File: src/rtl/cmd_dispatch_pkg.sv
// Shared state encoding and command-code field widths for the command dispatcher.
package cmd_dispatch_pkg;

    localparam int CC_IDX_W = 4;

    typedef enum logic [2:0] {
        ST_IDLE,
        ST_START,
        ST_RUN,
        ST_TIMEOUT,
        ST_DONE,
        ST_ILLEGAL,
        ST_ABORT
    } state_t;

endpackage

File: src/rtl/cmd_dispatch_if.sv
// Handshake bundle between command_sm, the dispatcher and the handler SMs.
interface cmd_dispatch_if #(
    parameter int NUM_HANDLERS = 4,
    parameter int CC_WIDTH     = 32
);
    logic [CC_WIDTH-1:0]     command;
    logic                    command_le;
    logic                    run_cmd_sm;
    logic                    cmd_sm_running;
    logic                    cmd_sm_done;
    logic [NUM_HANDLERS-1:0] hdl_start;
    logic [NUM_HANDLERS-1:0] hdl_done;
    logic [NUM_HANDLERS-1:0] hdl_abort;
    logic [NUM_HANDLERS-1:0] tx_grant;

    // master is command_sm plus the handlers; slave is the dispatcher
    modport master (
        output command, command_le, run_cmd_sm, hdl_done,
        input  cmd_sm_running, cmd_sm_done, hdl_start, hdl_abort, tx_grant
    );

    modport slave (
        input  command, command_le, run_cmd_sm, hdl_done,
        output cmd_sm_running, cmd_sm_done, hdl_start, hdl_abort, tx_grant
    );
endinterface

File: src/rtl/cmd_dispatch_watchdog.sv
// Saturating RUN-state timer; expired is high once TIMEOUT_CYCLES-1 cycles have been counted.
module cmd_dispatch_watchdog #(
    parameter int TIMEOUT_CYCLES = 1000000
) (
    input  logic clk,
    input  logic reset,
    input  logic clear,
    input  logic enable,
    output logic expired
);
    localparam int W = $clog2(TIMEOUT_CYCLES);
    localparam logic [W-1:0] TERM = W'(TIMEOUT_CYCLES - 1);

    logic [W-1:0] count;

    // Holds at the terminal value so a late decision never sees a wrapped count
    always_ff @(posedge clk) begin
        if (reset || clear) begin
            count <= '0;
        end else if (enable && count != TERM) begin
            count <= count + W'(1);
        end
    end

    assign expired = (count == TERM);

endmodule

File: src/rtl/cmd_dispatch.sv
// Command dispatcher: decodes the latched CC, launches exactly one handler and guards it with a watchdog.
// Statistics counters are built only when CMD_DISPATCH_STATS_EN is defined.
module cmd_dispatch
    import cmd_dispatch_pkg::*;
#(
    parameter int NUM_HANDLERS   = 4,
    parameter int CC_WIDTH       = 32,
    parameter int TIMEOUT_CYCLES = 1000000,
    parameter int STAT_W         = 16
) (
    input  logic              clk,
    input  logic              reset,
    cmd_dispatch_if.slave     bus,
    output logic              err_illegal,
    output logic              err_timeout,
    output logic              busy,
    output logic [STAT_W-1:0] cnt_ok,
    output logic [STAT_W-1:0] cnt_illegal,
    output logic [STAT_W-1:0] cnt_timeout
);
    state_t                  state;
    logic [CC_IDX_W-1:0]     idx_q;
    logic                    legal_q;
    logic                    run_q;
    logic [NUM_HANDLERS-1:0] sel;
    logic                    run_rise;
    logic                    done_sel;
    logic                    wd_expired;
    logic                    cmd_legal;

    assign run_rise  = bus.run_cmd_sm & ~run_q;
    assign sel       = NUM_HANDLERS'(1) << idx_q;
    assign done_sel  = |(bus.hdl_done & sel);
    assign cmd_legal = (bus.command[CC_WIDTH-1:CC_IDX_W] == '0) &&
                       (int'(bus.command[CC_IDX_W-1:0]) < NUM_HANDLERS);

    cmd_dispatch_watchdog #(
        .TIMEOUT_CYCLES(TIMEOUT_CYCLES)
    ) u_watchdog (
        .clk    (clk),
        .reset  (reset),
        .clear  (state == ST_START),
        .enable (state == ST_RUN),
        .expired(wd_expired)
    );

    // Decode is frozen outside IDLE; a completing handler wins over a coincident timeout
    always_ff @(posedge clk) begin
        if (reset) begin
            state       <= ST_IDLE;
            idx_q       <= '0;
            legal_q     <= 1'b0;
            run_q       <= 1'b0;
            err_illegal <= 1'b0;
        end else begin
            run_q       <= bus.run_cmd_sm;
            err_illegal <= (state == ST_IDLE) && run_rise && !legal_q;
            case (state)
                ST_IDLE: begin
                    if (bus.command_le) begin
                        idx_q   <= bus.command[CC_IDX_W-1:0];
                        legal_q <= cmd_legal;
                    end
                    if (run_rise) begin
                        state <= legal_q ? ST_START : ST_ILLEGAL;
                    end
                end
                ST_START: state <= ST_RUN;
                ST_RUN: begin
                    if (done_sel) begin
                        state <= ST_DONE;
                    end else if (wd_expired) begin
                        state <= ST_TIMEOUT;
                    end else if (!bus.run_cmd_sm) begin
                        state <= ST_ABORT;
                    end
                end
                ST_TIMEOUT: state <= ST_DONE;
                ST_DONE:    state <= ST_IDLE;
                ST_ILLEGAL: begin
                    if (!bus.run_cmd_sm) begin
                        state <= ST_IDLE;
                    end
                end
                ST_ABORT:   state <= ST_IDLE;
                default:    state <= ST_IDLE;
            endcase
        end
    end

    assign bus.hdl_start      = (state == ST_START) ? sel : '0;
    assign bus.tx_grant       = (state == ST_RUN) ? sel : '0;
    assign bus.hdl_abort      = (state == ST_TIMEOUT || state == ST_ABORT) ? sel : '0;
    assign bus.cmd_sm_running = (state == ST_RUN);
    assign bus.cmd_sm_done    = (state == ST_DONE);
    assign err_timeout        = (state == ST_TIMEOUT);
    assign busy               = (state != ST_IDLE);

`ifdef CMD_DISPATCH_STATS_EN
    localparam logic [STAT_W-1:0] STAT_MAX = '1;

    // Each counter steps on the same edge that enters its state, and sticks at all-ones
    always_ff @(posedge clk) begin
        if (reset) begin
            cnt_ok      <= '0;
            cnt_illegal <= '0;
            cnt_timeout <= '0;
        end else begin
            if (state == ST_RUN && done_sel && cnt_ok != STAT_MAX) begin
                cnt_ok <= cnt_ok + STAT_W'(1);
            end
            if (state == ST_IDLE && run_rise && !legal_q && cnt_illegal != STAT_MAX) begin
                cnt_illegal <= cnt_illegal + STAT_W'(1);
            end
            if (state == ST_RUN && !done_sel && wd_expired && cnt_timeout != STAT_MAX) begin
                cnt_timeout <= cnt_timeout + STAT_W'(1);
            end
        end
    end
`else
    assign cnt_ok      = '0;
    assign cnt_illegal = '0;
    assign cnt_timeout = '0;
`endif

endmodule

File: src/flat_wrapper.sv
// flat-port wrapper written by rule: the top's interface ports become plain ports
module cmd_dispatch_flat import cmd_dispatch_pkg::*;
#(
    parameter int NUM_HANDLERS   = 4,
    parameter int CC_WIDTH       = 32,
    parameter int TIMEOUT_CYCLES = 1000000,
    parameter int STAT_W         = 16
)
  (clk, reset, err_illegal, err_timeout, busy, cnt_ok, cnt_illegal, cnt_timeout, bus_command, bus_command_le, bus_run_cmd_sm, bus_hdl_done, bus_cmd_sm_running, bus_cmd_sm_done, bus_hdl_start, bus_hdl_abort, bus_tx_grant);
  cmd_dispatch_if #(.NUM_HANDLERS(NUM_HANDLERS), .CC_WIDTH(CC_WIDTH)) bus_i ();
  input  logic clk;
  input  logic reset;
  output logic err_illegal;
  output logic err_timeout;
  output logic busy;
  output logic [STAT_W-1:0] cnt_ok;
  output logic [STAT_W-1:0] cnt_illegal;
  output logic [STAT_W-1:0] cnt_timeout;
  input wire logic [$bits(bus_i.command)-1:0] bus_command;
  input wire logic [$bits(bus_i.command_le)-1:0] bus_command_le;
  input wire logic [$bits(bus_i.run_cmd_sm)-1:0] bus_run_cmd_sm;
  input wire logic [$bits(bus_i.hdl_done)-1:0] bus_hdl_done;
  output wire logic [$bits(bus_i.cmd_sm_running)-1:0] bus_cmd_sm_running;
  output wire logic [$bits(bus_i.cmd_sm_done)-1:0] bus_cmd_sm_done;
  output wire logic [$bits(bus_i.hdl_start)-1:0] bus_hdl_start;
  output wire logic [$bits(bus_i.hdl_abort)-1:0] bus_hdl_abort;
  output wire logic [$bits(bus_i.tx_grant)-1:0] bus_tx_grant;
  assign bus_i.command = bus_command;
  assign bus_i.command_le = bus_command_le;
  assign bus_i.run_cmd_sm = bus_run_cmd_sm;
  assign bus_i.hdl_done = bus_hdl_done;
  assign bus_cmd_sm_running = bus_i.cmd_sm_running;
  assign bus_cmd_sm_done = bus_i.cmd_sm_done;
  assign bus_hdl_start = bus_i.hdl_start;
  assign bus_hdl_abort = bus_i.hdl_abort;
  assign bus_tx_grant = bus_i.tx_grant;
  cmd_dispatch #(.NUM_HANDLERS(NUM_HANDLERS), .CC_WIDTH(CC_WIDTH), .TIMEOUT_CYCLES(TIMEOUT_CYCLES), .STAT_W(STAT_W)) u_core (.clk(clk), .reset(reset), .bus(bus_i), .err_illegal(err_illegal), .err_timeout(err_timeout), .busy(busy), .cnt_ok(cnt_ok), .cnt_illegal(cnt_illegal), .cnt_timeout(cnt_timeout));
endmodule
File: config.mk
export PLATFORM = sky130hd
export DESIGN_NAME = cmd_dispatch_flat
export DESIGN_NICKNAME = d
export VERILOG_FILES = /design/src/rtl/cmd_dispatch_pkg.sv /design/src/rtl/cmd_dispatch_if.sv /design/src/rtl/cmd_dispatch_watchdog.sv /design/src/rtl/cmd_dispatch.sv /design/src/flat_wrapper.sv
export SDC_FILE = /design/constraint.sdc
export NUM_CORES = 1
export LEC_CHECK = 0
export CAP_MARGIN = 25
export CORE_UTILIZATION = 36
export CTS_CLUSTER_DIAMETER = 200
export DETAILED_ROUTE_END_ITERATION = 7
export PLACE_DENSITY_LB_ADDON = 0.3
export REMOVE_ABC_BUFFERS = 1
export SYNTH_ARGS = -nofsm -noshare
export SYNTH_HDL_FRONTEND = slang
export SYNTH_SLANG_ARGS = --single-unit
File: constraint.sdc
create_clock -name clk -period 1.9 [get_ports clk]
set_clock_uncertainty 0.15 [all_clocks]
set_input_delay 0.19 -clock clk [delete_from_list [all_inputs] [get_ports clk]]
set_output_delay 0.19 -clock clk [all_outputs]
set_load 0.03 [all_outputs]
==> flow_summary.ini <==
[floorplan]
die_width_um = 77.6
std_cell_rows = 27
die_area_um2 = 6020
top_level_ports = 105
start_util = 0.374
floorplan.die.height_um = 77.6
core_area_um2 = 5510

[timing]
timing_max_transition_violations_final = 0
maxClockFrequency_mhz = 534
finalHoldViolations = 0
final_period_utilization = 0.986
rsz_0062_raised_after_global_routing = yes
min_period_ns = 1.87
setup-violations-final = 0
final_critical_path_setup_slack_ns = 0.0260

[placed_design]
gp_congestion = 0.753
dpl_worst_slack_ns = -0.0166
dpl_cell_area_um2 = 2670
hpwlAfterDp_mm = 3.53
numPortBuffers = 56

[yosys]
yosys.cell_count.top_type = sky130_fd_sc_hd__buf_4
largest_family_of_logic_cells_by_synthesized_area = simple AND/OR/NAND/NOR gates
synth_compound_gate_area_share = 0.0845
synth_ff_type = sky130_fd_sc_hd__dfxtp_1
synth_seq_area_share = 0.292
async_flop_share = 0
post_synth.cell_area_avg_um2 = 8.07
yosys_register_bits = 30
synth_largest_type_area_fraction = 0.292
syn-instance-count = 255
post_synth_and_or_nand_nor_area_fraction = 0.325
netlist.top_cell.by_area = sky130_fd_sc_hd__dfxtp_1
synth_xor_area_frac = 0.0553
synth_adder_area_share = 0.00608
post_synthesis_mux_area_share = 0.0158
synth-edff-count = 0
yosys_warnings = 0
yosysUniqueCellTypes = 46
ys_top_cells_by_count = sky130_fd_sc_hd__buf_4, sky130_fd_sc_hd__dfxtp_1, sky130_fd_sc_hd__nor2_1
ys_top_cells_by_area = sky130_fd_sc_hd__dfxtp_1, sky130_fd_sc_hd__buf_4, sky130_fd_sc_hd__nor2_1, sky130_fd_sc_hd__a21oi_1, sky130_fd_sc_hd__xor2_1
post_synth_design_cell_area_um2 = 2060

[power]
total_power_density_per_cell_area_nw_per_um2 = 548
leakagePower_uw = 0.00119
peakVddDrop_mv = 0.242

[finish]
num_antenna_cells = 0
final_design_area_no_fill_um2 = 2850
finalNetCount = 382
post_route_cells_drive_above_1_share = 0.247
fill_cell_count = 530
syn_to_final_growth_pct = 38.6
layout.core_utilization = 0.518

[cts]
cts_root_buffer = sky130_fd_sc_hd__clkbuf_8
clock_path_buffers = 2
numCtsBuffers = 5
clk_transition_reported_paths_ns = 0.06
clk_latency_ns = 0.27
htree_levels = 2
tritoncts = built
clock_sinks = 30
cts-hold-fix-buffers = 0

[grt]
grt_pass1_wl_mm = 7.40
overall_track_demand_over_capacity_in_global_routing = 0.155
pin_count_of_the_biggest_net_entering_global_routing = 17
via_count_of_the_first_global_routing_pass = 1721
overflow = 0
grt_antenna_before_repair = 0

[drt]
ant_nets_after_route = 0
detail_route.vias_per_cell = 4.72
vias = 1943
wl_mm = 4.54
drt_pass1_iterations = 6
routed_wire_length_per_instance_um = 11.0
drc = 0
drt_iter0_drc = 67

[status]
status = completed

[critical_path]
worst_ep_required_time_ns = 1.96
worstPathMaxFanout = 5
crit_path_capture_type = flop
critical_path_class = flop to flop
cp-start-kind = flop
worstPathArrival_ns = 1.94

[flow_run]
maxCapViolations = 0

[min_path]
worst_hold_path_type = flop to flop
## logic make-up after synthesis
kind of cell             after synthesis
AND/OR/NAND/NOR                      113
other                                  1
XOR/XNOR                              13
adder cells (fa/ha/maj)                1
AO/OA/AOI/OAI                         30
buffers and inverters                 64
flip-flops                            30
multiplexers                           3
## critical path: stages, from the launching register on
cell	delay, ns
sky130_fd_sc_hd__dfxtp_1	0.31
sky130_fd_sc_hd__or3b_4	0.42
sky130_fd_sc_hd__inv_2	0.08
sky130_fd_sc_hd__o21ai_2	0.07
sky130_fd_sc_hd__buf_4	0.16
sky130_fd_sc_hd__or4_4	0.52
sky130_fd_sc_hd__a21oi_2	0.12
## stage by stage
step           instances  hold slack [ns]  total power, uW  TNS [ns]
2_1_floorplan        244            0.109              908     -3.08
3_3_place_gp         403            0.295             1080         0
3_5_place_dp         403            0.292             1080   -0.0322
4_1_cts              410            0.299             1580         0
5_1_grt              412            0.324             1650   -0.0983
6_report             412            0.295             1560         0
## final cells by class
cell class / count / area (um2) / share of cell area
multi-input cells: 208 / 1250 / 0.439
repair buffers: 90 / 800 / 0.280
flip-flops and latches: 30 / 606 / 0.212
well taps: 72 / 90.1 / 0.0316
clock buffers: 6 / 82.6 / 0.0289
inverters: 6 / 22.5 / 0.00789
## routing by layer
| metal | GRT usage | vias up | wire length, um |
|---|---|---|---|
| met5 | 0 | - | 0 |
| li1 | - | 958 | - |
| met2 | 0.254 | 99 | 2240 |
| met4 | 0.0472 | 0 | 68 |
| met1 | 0.184 | 878 | 1880 |
| met3 | 0.0624 | 8 | 356 |
## where the power goes
group,switching [uW],leakage [uW],total [uW],internal (uW)
Clock,212,0.0000431,490,278
Sequential,10.6,0.000245,655,645
Combinational,258,0.000906,419,160
Total,481,0.00119,1560,1080
## final timing paths
check | from | endpoint | slack (ns) | depth (start not counted)
min reg2reg | u_core.run_q$_SDFF_PP0_ | u_core.err_illegal$_SDFF_PP0_ | 0.30 | 1
max | u_core.state[2]$_SDFFE_PP0P_ | u_core.u_watchdog.count[19]$_SDFFE_PP0P_ | 0.03 | 6
max reg2reg | u_core.state[2]$_SDFFE_PP0P_ | u_core.u_watchdog.count[19]$_SDFFE_PP0P_ | 0.03 | 6
min | u_core.run_q$_SDFF_PP0_ | u_core.err_illegal$_SDFF_PP0_ | 0.30 | 1
## cells in the final DEF (no fill, tap or decap), types with 7 or more instances in the layout
cell and n:
sky130_fd_sc_hd__nand3_1 12, sky130_fd_sc_hd__a21oi_1 12, sky130_fd_sc_hd__nor4_1 9, sky130_fd_sc_hd__nor2_1 29, sky130_fd_sc_hd__nand2_1 15, sky130_fd_sc_hd__buf_4 44, sky130_fd_sc_hd__nand4_1 7, sky130_fd_sc_hd__xor2_1 8
sky130_fd_sc_hd__dfxtp_1 26, sky130_fd_sc_hd__clkdlybuf4s50_1 40, sky130_fd_sc_hd__conb_1 48
## sequential cells by signal (all words and copies together), names as in the netlist
signal	flops
u_core.u_watchdog.count	20
u_core.idx_q	4
u_core.state	3
u_core.err_illegal	1
u_core.legal_q	1
u_core.run_q	1
## what timing repair did
action                                 4_1_cts  5_1_grt
endpoints found under the hold margin        0        0
gates cloned                                 1        0
setup buffers                                0        2
resized for setup                            8       20
setup endpoints to repair                   11       16
pin swaps                                    2       13
(Power assumes the default switching activity.)
==> edit 1, RTL diff (same settings) <==
Build with the macro `CMD_DISPATCH_STATS_EN` defined.
--- a/src/rtl/cmd_dispatch.sv
+++ b/src/rtl/cmd_dispatch.sv
@@ -2,2 +2,4 @@
 // Statistics counters are built only when CMD_DISPATCH_STATS_EN is defined.
+`define CMD_DISPATCH_STATS_EN
+
 module cmd_dispatch
Check against the original RTL: not equivalent (Yosys sat finds a counterexample within 4 cycles, from zero or initial values and one cycle with reset high).
==> edit 1 against the original RTL <==
- critical endpoint is now u_core.cnt_timeout[6]
- first-iteration DRC count grew to 2.7 times the old value
- area after synthesis is 93% higher
- sequential cell count is 48 higher
- routed wire length grew to 2.9 times the old value
- the flow now finishes with violations (negative setup slack)
- setup slack worse by 0.59 ns
- power grew to 2.7 times the old value
- critical path depth is 1 lower
- final area is 140% higher
==> edit 1: results (changes against the original RTL) <==
[outcome]
status = complete, but fails checks
violations = negative setup slack

[power_and_ir_drop]
leakagePower_nw = 2.610  ; +120%
p_comb_mw = 1.13  ; +170%
p_sw_share_pct = 29.89  ; -0.85 points
ir_drop_mv = 0.4159  ; +72%

[placement]
routabilityCongestion = 0.8722  ; +16%
placed_cells = 822  ; +100%
post-place-ws_ns = -0.8580  ; -0.8414 ns
hpwl_mm = 8.641  ; +140%

[yosys]
yosysUniqueCellTypes = 44  ; -4.3%
synth_seq_cells = 78  ; +160%
ys_seq_area_share_pct = 39.27  ; +10 points

[final_layout]
final_nets = 763  ; +100%
drive_gt1_share_pct = 37.62  ; +13 points
final_cell_count_no_fill = 863  ; +110%
multi_input_gates = 381  ; +83%
multi_input_area_share_pct = 40.84  ; -3.1 points
seq_share_pct = 22.82  ; +1.6 points

[min_path]
hold_start = bus_command[0]
hold_depth = 3  ; +2

[detailed_routing]
viasPerCell = 5.395  ; +14%
wl_met3_um = 513  ; +44%

[clock_tree]
htreeDepth = 3  ; +1
cts.clk_slew.worst_paths_ns = 0.08  ; +0.02 ns
ctsResizeCount = 85  ; +77
cts_setup_buffers = 8  ; +8

[global_route]
grt_pass1_vias = 4503  ; +160%
grt_usage_pct = 21.97  ; +6.5 points

[sta]
setup_viol = 35  ; +35
setup_ws_ns = -0.5627  ; -0.5887 ns
whs_ns = 0.2429  ; -0.05243 ns

[worst_setup_path]
r2r_cells = 5  ; -1
worstPathArrival_ns = 2.60  ; +0.66 ns
r2r-start = u_core.u_watchdog.count[18]

-- edit 1: worst max-delay path, cell delays in order (launching register included) --
cell and delay (ns):
dfxtp_2 0.35, nand3_2 0.10, or4_4 0.54, or4b_4 0.59, or4_4 0.54, a21oi_2 0.13
-- edit 1: cells by family (layout without fill, tap and decap cells) --
kind of cell	count (synthesis)	after routing	share of synthesized area [%]
multiplexers	7	7	2.171
flip-flops	78	78	39.27
XOR/XNOR	37	37	8.150
AO/OA/AOI/OAI	68	68	10.26
AND/OR/NAND/NOR	262	265	35.62
buffers and inverters	32	264	3.272
adder cells (fa/ha/maj)	4	4	1.259
-- edit 1: stage by stage --
step / setup TNS [ns] / total power, mW
floorplan: -19.99 / 2.152
global placement: -14.54 / 2.621
detailed placement: -16.47 / 2.644
CTS: -8.190 / 4.038
global route: -11.62 / 4.330
finish: -9.425 / 4.170
==> edit 2, RTL diff (same flow settings) <==
Without the edit above. Re-encode `state_t` (7 states) as one-hot, 7 bits wide.
--- a/src/rtl/cmd_dispatch_pkg.sv
+++ b/src/rtl/cmd_dispatch_pkg.sv
@@ -5,10 +5,10 @@
 
-    typedef enum logic [2:0] {
-        ST_IDLE,
-        ST_START,
-        ST_RUN,
-        ST_TIMEOUT,
-        ST_DONE,
-        ST_ILLEGAL,
-        ST_ABORT
+    typedef enum logic [6:0] {
+        ST_IDLE    = 7'b0000001,
+        ST_START   = 7'b0000010,
+        ST_RUN     = 7'b0000100,
+        ST_TIMEOUT = 7'b0001000,
+        ST_DONE    = 7'b0010000,
+        ST_ILLEGAL = 7'b0100000,
+        ST_ABORT   = 7'b1000000
     } state_t;
Behaviour: same outputs for any inputs over 10 cycles, from zero or initial values and one cycle with reset high; not proved beyond that.
==> edit 2 against the original RTL <==
- the flow now finishes with violations (negative setup slack)
- combinational power decreased by 17%
- sequential cell count increased by 4
- routed wire length increased by 13%
- synthesized cell count increased by 6.3%
- count of clock-buffer cells in the layout increased by 1
- first-iteration DRC count decreased by 7.5%
- setup slack got worse by 0.051 ns
- final area increased by 12%
- area after synthesis increased by 5.0%
- die area increased by 4.9%
- power increased by 1.4%
==> edit 2: results (changes against the original RTL) <==
[detailed_routing]
drt-met1-wl_mm = 2.253  ; +20%
wl_met2_mm = 2.541  ; +14%
drtPass1Iterations = 4  ; -2
wl_met3_um = 291  ; -18%
wl_per_cell_um = 11.58  ; +5.1%
viasPerCell = 4.735  ; +0.40%
drtIter0Drc = 62  ; -7.5%

[final_layout]
fill_cells = 519  ; -2.1%
reg_top3 = u_core.u_watchdog.count x20, u_core.state x7, u_core.idx_q x4
final_nets = 414  ; +8.4%
drive_gt1_share_pct = 27.88  ; +3.2 points
final_cell_count_no_fill = 445  ; +8.0%

[yosys]
ys_top_cells_by_count = 48 x buf_4, 34 x dfxtp_1, 32 x nor2_1, 21 x nand2_1, 16 x nand3_1
synthArstFlopShare_pct = 0  ; unchanged
ys_seq_area_share_pct = 31.48  ; +2.3 points
synthCells = 271  ; +6.3%
synth_top_area_share_pct = 31.48  ; +2.3 points
ys_top_cells_by_area = dfxtp_1 31%, buf_4 17%, nor2_1 5.6%
yosysUniqueCellTypes = 43  ; -6.5%
yosysWarnings = 0  ; unchanged

[placement]
hpwl_mm = 3.875  ; +9.9%
routabilityCongestion = 0.8088  ; +7.4%
placed_cells = 426  ; +5.7%
place_area_mm2 = 0.002820  ; +5.7%

[outcome]
status = complete, but fails checks
violations = negative setup slack

[clock_tree]
cts_made_buffers = 5  ; unchanged
htreeDepth = 2  ; unchanged
clockBufferDepth = 2  ; unchanged
clkLatencyLatePin_ns = 0.29  ; +0.02 ns

[global_route]
grt_pass1_wl_mm = 7.997  ; +8.0%
grt_usage_pct = 16.16  ; +0.67 points
antenna_found_initial = 0  ; unchanged
grt_max_degree = 21  ; +4
grt_pass1_vias = 1913  ; +11%

[sta]
setup_viol = 4  ; +4
setup_ws_ns = -0.02461  ; -0.05057 ns
tns_ns = -0.06663  ; -0.06663 ns

[worst_setup_path]
r2r_cells = 6  ; unchanged
critPathMaxFanout = 4  ; -1
worstPathArrival_ns = 1.58  ; -0.36 ns
r2r-end = u_core.legal_q

[power_and_ir_drop]
ir_drop_mv = 0.3147  ; +30%
leakagePower_nw = 1.308  ; +9.5%

[min_path]
hold_depth = 3  ; +2
hold_end = u_core.idx_q[1]
hold_start = bus_command[1]
hold_class = input pin to register

==> edit 2: changes by cell type after synthesis, sizes merged, moves of 4 or more <==
cell,delta
dfxtp,+4
nand2,+6
nor3,+6
nor4,+5
o31ai,-4
xnor2,+4
==> edit 2: layer usage <==
| layer | GRT usage (%) | up-vias |
|---|---|---|
| met2 | 27.44 | 83 |
| li1 | - | 1062 |
| met4 | 7.636 | 0 |
| met5 | 0 | - |
| met3 | 3.886 | 7 |
| met1 | 18.93 | 955 |
==> edit 2: how the worst max path moves through the flow <==
stage,startpoint,end,slack (ns),cells after the start
floorplan,u_core.state[6],u_core.u_watchdog.count[3],-0.12,6
global placement,u_core.state[2],busy,-0.04,4
detailed placement,u_core.state[1],u_core.u_watchdog.count[11],-0.06,5
finish,u_core.state[3],bus_tx_grant[1],-0.02,6
CTS,u_core.state[2],busy,-0.03,4
global route,u_core.u_watchdog.count[6],u_core.u_watchdog.count[9],-0.08,7
==> edit 2: critical path, stage by stage, from the launching register on <==
cell and delay (ns):
dfxtp_2 0.34, buf_6 0.12, nor4b_4 0.31, nand2_2 0.15, buf_6 0.17, nor2_4 0.08, buf_6 0.13
==> edit 2: cells by family (layout without fill, tap and decap cells) <==
kind of cell / Yosys count / after routing / share of synthesized area (%)
simple gates: 134 / 134 / 34.03
buf+inv: 58 / 113 / 18.81
flops: 34 / 34 / 31.48
compound gates: 26 / 26 / 7.349
xor+xnor: 15 / 15 / 6.077
mux: 2 / 2 / 1.505
fa+ha+maj: 1 / 1 / 0.5786
other cells: 1 / 48 / 0.1734
==> edit 2: final cells by class <==
cell class,count,area (um2),area share (%)
inverters,6,22.52,0.7020
well taps,72,90.09,2.808
multi-input cells,226,1399,43.60
clock buffers,7,76.32,2.379
flip-flops and latches,34,691.9,21.57
repair buffers,100,928.4,28.94
==> edit 2: stage by stage <==
step / setup slack [ns] / hold slack, ns
floorplan: -0.1153 / 0.1091
global placement: -0.04202 / 0.3160
detailed placement: -0.06309 / 0.3172
CTS: -0.02695 / 0.3205
global route: -0.07538 / 0.3397
finish: -0.02461 / 0.3240
==> edit 2: timing repair <==
item	4_1_cts	5_1_grt
pin swaps	5	13
resized for setup	24	29
setup buffers	3	8
cloned	0	1
endpoints found under the setup margin	20	31
==> edit 2: power by group <==
group / internal (mW) / switching, mW / total [mW]
clock network: 0.252 / 0.253 / 0.505
logic: 0.135 / 0.211 / 0.346
registers: 0.723 / 0.0111 / 0.734
total: 1.11 / 0.476 / 1.59
